## src/rtl/program_sequencer_stack_if.sv

```systemverilog
// Decoder <-> program sequencer bus: control strobes, jump operands, address and stack status.
// slave is the sequencer side; master is the decoder/observer side.
interface program_sequencer_stack_if #(
  parameter int unsigned PC_WIDTH     = 8,
  parameter int unsigned OFFSET_WIDTH = 4,
  parameter int unsigned STACK_DEPTH  = 4
);
  localparam int unsigned DW = $clog2(STACK_DEPTH + 1);

  logic                    jump;
  logic                    cond_jump;
  logic                    dont_jmp;
  logic                    call;
  logic                    ret;
  logic [PC_WIDTH-1:0]     jump_addr;
  logic [OFFSET_WIDTH-1:0] rel_offset;
  logic [PC_WIDTH-1:0]     pm_address;
  logic [PC_WIDTH-1:0]     pc;
  logic [DW-1:0]           stack_depth;
  logic                    stack_ovf;
  logic                    stack_unf;

  modport master (
    output jump, cond_jump, dont_jmp, call, ret, jump_addr, rel_offset,
    input  pm_address, pc, stack_depth, stack_ovf, stack_unf
  );

  modport slave (
    input  jump, cond_jump, dont_jmp, call, ret, jump_addr, rel_offset,
    output pm_address, pc, stack_depth, stack_ovf, stack_unf
  );
endinterface

```

## src/rtl/program_sequencer_stack.sv

```systemverilog
// Program sequencer: next-address generation with jump, conditional relative jump and an optional
// hardware return-address stack (enabled by defining CALL_STACK_EN).
module program_sequencer_stack #(
  parameter int unsigned PC_WIDTH     = 8,
  parameter int unsigned OFFSET_WIDTH = 4,
  parameter int unsigned STACK_DEPTH  = 4
) (
  input logic                           clk,
  input logic                           reset,
  program_sequencer_stack_if.slave      bus
);
  localparam int unsigned DW = $clog2(STACK_DEPTH + 1);

  logic [PC_WIDTH-1:0] pc_q;
  logic [PC_WIDTH-1:0] pm_d;
  logic [PC_WIDTH-1:0] pc_inc;
  logic [PC_WIDTH-1:0] rel_ext;

  assign pc_inc  = pc_q + PC_WIDTH'(1);
  assign rel_ext = {{(PC_WIDTH - OFFSET_WIDTH){bus.rel_offset[OFFSET_WIDTH-1]}}, bus.rel_offset};

`ifdef CALL_STACK_EN
  logic [PC_WIDTH-1:0] stack_q [STACK_DEPTH];
  logic [DW-1:0]       depth_q, depth_d;
  logic                ovf_q, ovf_d;
  logic                unf_q, unf_d;
  logic                push;
  logic [PC_WIDTH-1:0] top;

  always_comb begin
    top = '0;
    for (int i = 0; i < STACK_DEPTH; i++) begin
      if (DW'(i) == depth_q - DW'(1)) top = stack_q[i];
    end
  end
`endif

  always_comb begin
    pm_d = pc_inc;
`ifdef CALL_STACK_EN
    depth_d = depth_q;
    ovf_d   = ovf_q;
    unf_d   = unf_q;
    push    = 1'b0;
`endif
    if (reset) begin
      pm_d = '0;
`ifdef CALL_STACK_EN
      depth_d = '0;
      ovf_d   = 1'b0;
      unf_d   = 1'b0;
`endif
    end else if (bus.ret) begin
`ifdef CALL_STACK_EN
      // Underflowing return degrades to a plain increment.
      if (depth_q == '0) begin
        unf_d = 1'b1;
      end else begin
        pm_d    = top;
        depth_d = depth_q - DW'(1);
      end
`else
      pm_d = pc_inc;
`endif
    end else if (bus.call) begin
      pm_d = bus.jump_addr;
`ifdef CALL_STACK_EN
      if (depth_q == DW'(STACK_DEPTH)) begin
        ovf_d = 1'b1;
      end else begin
        push    = 1'b1;
        depth_d = depth_q + DW'(1);
      end
`endif
    end else if (bus.jump) begin
      pm_d = bus.jump_addr;
    end else if (bus.cond_jump && !bus.dont_jmp) begin
      pm_d = pc_q + rel_ext;
    end
  end

  always_ff @(posedge clk) begin
    if (reset) pc_q <= '0;
    else       pc_q <= pm_d;
  end

`ifdef CALL_STACK_EN
  always_ff @(posedge clk) begin
    if (reset) begin
      depth_q <= '0;
      ovf_q   <= 1'b0;
      unf_q   <= 1'b0;
    end else begin
      depth_q <= depth_d;
      ovf_q   <= ovf_d;
      unf_q   <= unf_d;
    end
  end

  // Stack contents are don't-care after reset; only depth qualifies them.
  always_ff @(posedge clk) begin
    for (int i = 0; i < STACK_DEPTH; i++) begin
      if (push && DW'(i) == depth_q) stack_q[i] <= pc_inc;
    end
  end

  assign bus.stack_depth = depth_q;
  assign bus.stack_ovf   = ovf_q;
  assign bus.stack_unf   = unf_q;
`else
  assign bus.stack_depth = '0;
  assign bus.stack_ovf   = 1'b0;
  assign bus.stack_unf   = 1'b0;
`endif

  assign bus.pm_address = pm_d;
  assign bus.pc         = pc_q;
endmodule

```

## src/flat_wrapper.sv

```systemverilog
// flat-port wrapper written by rule: the top's interface ports become plain ports
module program_sequencer_stack_flat 
#(
  parameter int unsigned PC_WIDTH     = 8,
  parameter int unsigned OFFSET_WIDTH = 4,
  parameter int unsigned STACK_DEPTH  = 4
)
  (clk, reset, bus_jump, bus_cond_jump, bus_dont_jmp, bus_call, bus_ret, bus_jump_addr, bus_rel_offset, bus_pm_address, bus_pc, bus_stack_depth, bus_stack_ovf, bus_stack_unf);
  program_sequencer_stack_if #(.PC_WIDTH(PC_WIDTH), .OFFSET_WIDTH(OFFSET_WIDTH), .STACK_DEPTH(STACK_DEPTH)) bus_i ();
  input logic clk;
  input logic reset;
  input wire logic [$bits(bus_i.jump)-1:0] bus_jump;
  input wire logic [$bits(bus_i.cond_jump)-1:0] bus_cond_jump;
  input wire logic [$bits(bus_i.dont_jmp)-1:0] bus_dont_jmp;
  input wire logic [$bits(bus_i.call)-1:0] bus_call;
  input wire logic [$bits(bus_i.ret)-1:0] bus_ret;
  input wire logic [$bits(bus_i.jump_addr)-1:0] bus_jump_addr;
  input wire logic [$bits(bus_i.rel_offset)-1:0] bus_rel_offset;
  output wire logic [$bits(bus_i.pm_address)-1:0] bus_pm_address;
  output wire logic [$bits(bus_i.pc)-1:0] bus_pc;
  output wire logic [$bits(bus_i.stack_depth)-1:0] bus_stack_depth;
  output wire logic [$bits(bus_i.stack_ovf)-1:0] bus_stack_ovf;
  output wire logic [$bits(bus_i.stack_unf)-1:0] bus_stack_unf;
  assign bus_i.jump = bus_jump;
  assign bus_i.cond_jump = bus_cond_jump;
  assign bus_i.dont_jmp = bus_dont_jmp;
  assign bus_i.call = bus_call;
  assign bus_i.ret = bus_ret;
  assign bus_i.jump_addr = bus_jump_addr;
  assign bus_i.rel_offset = bus_rel_offset;
  assign bus_pm_address = bus_i.pm_address;
  assign bus_pc = bus_i.pc;
  assign bus_stack_depth = bus_i.stack_depth;
  assign bus_stack_ovf = bus_i.stack_ovf;
  assign bus_stack_unf = bus_i.stack_unf;
  program_sequencer_stack #(.PC_WIDTH(PC_WIDTH), .OFFSET_WIDTH(OFFSET_WIDTH), .STACK_DEPTH(STACK_DEPTH)) u_core (.clk(clk), .reset(reset), .bus(bus_i));
endmodule
```

## config.mk

```make
export PLATFORM = sky130hd
export DESIGN_NAME = program_sequencer_stack_flat
export DESIGN_NICKNAME = d
export VERILOG_FILES = /design/src/rtl/program_sequencer_stack_if.sv /design/src/rtl/program_sequencer_stack.sv /design/src/flat_wrapper.sv
export SDC_FILE = /design/constraint.sdc
export NUM_CORES = 1
export LEC_CHECK = 0
export ABC_AREA = 1
export CAP_MARGIN = 5
export CORE_AREA = 2 2 52 54
export CTS_CLUSTER_DIAMETER = 150
export DETAILED_ROUTE_END_ITERATION = 10
export DIE_AREA = 0 0 54 56
export PLACE_DENSITY = 0.77
export SETUP_SLACK_MARGIN = 0.3
export SLEW_MARGIN = 20
export SYNTH_ARGS = -nofsm -noshare
export SYNTH_HDL_FRONTEND = slang
export SYNTH_SLANG_ARGS = --single-unit
export TNS_END_PERCENT = 30
```

## constraint.sdc

```tcl
create_clock -name clk -period 2.5 [get_ports clk]
set_clock_uncertainty 0.15 [all_clocks]
set_input_delay 0.25 -clock clk [delete_from_list [all_inputs] [get_ports clk]]
set_output_delay 0.25 -clock clk [all_outputs]
set_load 0.02 [all_outputs]
```

# ---- After elaboration in Yosys (flattened, before gate mapping)
# Index checks and enable logic that the tools add are counted.
dict set report word_totals {
  regBits 8
  in_bits 19
  out_inout_bits 21
  wordCells 10
}
dict set report classes {
  addsub 2
  mux 5
  reduce_logical 2
}
# cell n
set op_table {}
lappend op_table {{8-bit 2-to-1 mux} 5}
lappend op_table {{8-bit by 1-bit adder with 8-bit output, second input constant} 1}
lappend op_table {{8-bit adder} 1}
lappend op_table {{1-bit logical AND} 1}
lappend op_table {{1-bit zero test} 1}

# ---- Depth between registers and ports, before layout
dict set report logic_depth {
  ltp_word 7
  mapped_depth 10
}

# ---- Worst setup path before layout
# OpenSTA, ideal clock, no wires.
dict set report synth_path {
  path_type {register to output}
  startpoint {reg u_core.pc_q[0] (netlist: u_core.bus.pc[0])}
  endpoint {out bus_pm_address[2]}
  t_arrival_ns 1.852
  required_time_ns 2.100
  path_slack_ns 0.248
  stages_incl_launch_ff 7
  path_cell_list {dfxtp_1 > ha_1 > fa_1 > xnor2_1 > o31ai_1 > nand2_1 > a21oi_1}
}
dict set report synth_between {
  elab_chain_len 6
  elab_cells_between_ends 7
  cone_classes {2 x add/sub; 5 x mux}
}
# element line_no
set synth_rtl {}
lappend synth_rtl {{start, declared} program_sequencer_stack.sv:14} ;# logic [PC_WIDTH-1:0] pc_q;
lappend synth_rtl {{start signal, assigned} program_sequencer_stack.sv:84} ;# else pc_q <= pm_d;
lappend synth_rtl {{8-bit by 1-bit adder with 8-bit output / 8-bit adder (equally long branches)} {program_sequencer_stack.sv:19, program_sequencer_stack.sv:78}}
lappend synth_rtl {{8-bit 2-to-1 mux} program_sequencer_stack.sv:77} ;# end else if (bus.cond_jump && !bus.dont_jmp) begin
lappend synth_rtl {{8-bit 2-to-1 mux} program_sequencer_stack.sv:75} ;# end else if (bus.jump) begin
lappend synth_rtl {{8-bit 2-to-1 mux} program_sequencer_stack.sv:65} ;# end else if (bus.call) begin
lappend synth_rtl {{8-bit 2-to-1 mux (*)} program_sequencer_stack.sv:53} ;# end else if (bus.ret) begin
lappend synth_rtl {{8-bit 2-to-1 mux (*)} program_sequencer_stack.sv:46} ;# if (reset) begin
lappend synth_rtl {{end, declared} flat_wrapper.sv:19} ;# output wire logic [$bits(bus_i.pm_address)-1:0] bus_pm_address;
# Every way passes the cells marked *; elsewhere a longest branch is shown, timed or not.

# ---- Worst setup path in the final report
dict set report layout_path {
  startpoint {in bus_rel_offset[2]}
  endpoint {out bus_pm_address[3]}
}
dict set report layout_between {
  elab_chain_len 6
}
# element line_no
set layout_rtl {}
lappend layout_rtl {{start, declared} flat_wrapper.sv:18} ;# input wire logic [$bits(bus_i.rel_offset)-1:0] bus_rel_offset;
lappend layout_rtl {{8-bit adder} program_sequencer_stack.sv:78} ;# pm_d = pc_q + rel_ext;
lappend layout_rtl {{8-bit 2-to-1 mux} program_sequencer_stack.sv:77}
lappend layout_rtl {{8-bit 2-to-1 mux} program_sequencer_stack.sv:75}
lappend layout_rtl {{8-bit 2-to-1 mux} program_sequencer_stack.sv:65}
lappend layout_rtl {{8-bit 2-to-1 mux} program_sequencer_stack.sv:53}
lappend layout_rtl {{8-bit 2-to-1 mux} program_sequencer_stack.sv:46}
# Every way passes these cells.

==> impl_metrics.ini <==
[setup_path]
cp.required_ps = 2100
reg2reg_from = u_core.bus.pc[0]
worst_setup_path_end_kind = primary output
crit_start = bus_rel_offset[2]
cp.arrival_ps = 1980
path_class = input port to primary output
cp_max_fo = 4
start_kind = input port

[status]
outcome = finished, final reports clean

[synth]
yosysUniqueCellTypes = 32
ys_async_sr_fraction_pct = 0
synth.yosys.seq_area_share_pct = 15.7
yosys_warnings = 0
netlist_instances = 166
ys.flop_type = dfxtp_1
netlist_area_mm2 = 0.00102
avgSynthCellArea_um2 = 6.16
synth_edf_count = 0
ys_seq_elements = 8

[routing]
routed-via-count = 1240
drt-total-wl_um = 2930
routedWlPerCell_um = 12.0
drt-initial-drc-count = 21
route.met2.wl_um = 1460
drcViolationCount = 0
viasPerCell = 5.06
met3_wirelength_um = 139
m1WireLength_um = 1290
drt-pass1-iter-count = 4
ant_nets = 0
top_layer = met4

[clocking]
h-tree-depth = 1
path_clk_slew_ps = 50
clkLatencyLatePin_ps = 250
clock-sinks = 8
root_buffer = clkbuf_4
tritoncts = done
cts_buffers = 3
clock_path_buffers = 2

[pwr]
vdd_drop_max_v = 0.000331
leakagePower_nw = 0.749
power.density_mw_per_mm2 = 357
p_total_uw = 561

[hold_path]
min_from = u_core.bus.pc[0]
hp-class = register to register

[timing]
clock.fmax_mhz = 420
hold_violations = 0
setup_viol = 0
fin_hold_ws_ps = 464
fin_crit_ps = 2380
finalMaxSlewViolations = 0
rsz0062_at_grt = yes
period_share_pct = 95.2

[floorplan]
start_util_pct = 42.0
io_pins = 40
core_mm2 = 0.00243
num_rows = 18
die_w_um = 54
dieArea_mm2 = 0.00302
die_h_um = 56

[global_routing]
grt.overflow.total = 0
grt_max_degree = 12
grtUsageTotal_pct = 21.3
grt_first_pass_wirelength_um = 4910
grt_pass1_vias = 1189
antenna_found_initial = 0

[cells_and_area]
drive_gt1_share_pct = 22.8
nets = 245
syn2layout_area_growth_pct = 53.7
num_antenna_cells = 0
largest_reg_flops = 8

[placed_design]
io_buffers = 34
gp_congestion = 0.830
dp_hpwl_um = 2370

[flow_run]
drv_cap = 0
[routing by layer]
layer	vias up	global-route usage (%)
li1	637	-
met2	40	36.1
met5	-	0
met3	5	1.61
met4	0	7.50
met1	558	27.4
[worst max-delay path, stage by stage]
cell and delay (ps):
clkdlybuf4s50_1 440, ha_4 310, nand3_1 120, nand3_2 110, nand2_1 50, nand3_1 80, nand3_1 120, a21oi_1 150
dlygate4sd2_1 350
[worst paths after layout]
kind	slack (ps)	cells after the start	endpoint
worst min register to register	460	2	u_core.bus.pc[0]
worst min-delay path	460	2	u_core.bus.pc[0]
worst max-delay path	120	9	bus_pm_address[3]
worst max register to register	570	7	u_core.bus.pc[2]
[cells by family after synthesis]
group | after synthesis | synth area share, %
AO/OA/AOI/OAI | 33 | 17.7
AND/OR/NAND/NOR | 83 | 37.9
other | 1 | 0.367
XOR/XNOR | 4 | 3.43
adder cells (fa/ha/maj) | 9 | 11.8
buffers and inverters | 28 | 13.1
flip-flops | 8 | 15.7
[layout by cell type, fill, tap and decap left out, drive strengths merged, types with 2 or more instances in the layout]
cell type and n:
nand3 18, a21oi 24, nor2 10, dfxtp 8
nand2 48, dlygate4sd2 3, clkbuf 4, xor2 3
or2 2, clkdlybuf4s50 23, clkdlybuf4s15 2, inv 20
conb 5, nand4 3, a211oi 2, ha 8
o21ai 4, buf 19
[area by class of cell]
| cell class | instances | area [um^2] |
|---|---|---|
| timing repair buffer | 49 | 449 |
| multi-input combinational | 134 | 815 |
| tap | 30 | 37.5 |
| clock buffer | 3 | 22.5 |
| fill | 241 | 861 |
| inverter | 21 | 83.8 |
| sequential | 8 | 164 |
[cell usage after synthesis (all sizes together) (2+ instances only)]
library cell	n	area share, %
nand2	48	18
a21oi	24	12
inv	20	7.8
nand3	18	9.3
nor2	10	6.2
dfxtp	8	16
ha	8	9.8
buf	7	4.9
o21ai	4	2.0
nand4	3	1.8
xor2	3	2.6
a211oi	2	1.5
or2	2	1.2
[per-stage QoR]
stage / std cells / TNS, ps / util (%) / worst slack, ps / instance area (um^2)
5_1_grt: 245 / 0 / 64.6 / 15.2 / 1570
3_5_place_dp: 241 / -2260 / 61.1 / -418 / 1490
6_report: 245 / 0 / 64.6 / 120 / 1570
4_1_cts: 245 / 0 / 63.9 / 20.8 / 1560
3_3_place_gp: 241 / -2060 / 61.1 / -408 / 1490
2_1_floorplan: 170 / 0 / - / 334 / 1040
[where the power goes]
| group | leakage, nW | switching (mW) | internal, mW |
|---|---|---|---|
| clock | 0.0138 | 0.0436 | 0.0549 |
| sequential | 0.0673 | 0.0143 | 0.139 |
| combinational | 0.668 | 0.162 | 0.147 |
[repair_timing]
action / 4_1_cts / 5_1_grt
endpoints found under the setup margin: 8 / 8
pin swaps: 2 / 6
gates resized for setup: 31 / 13
hold buffers: 0 / 0
setup buffers: 1 / 0
hold endpoints to repair: 0 / 0
No activity file was read; power rests on OpenSTA's default activity.
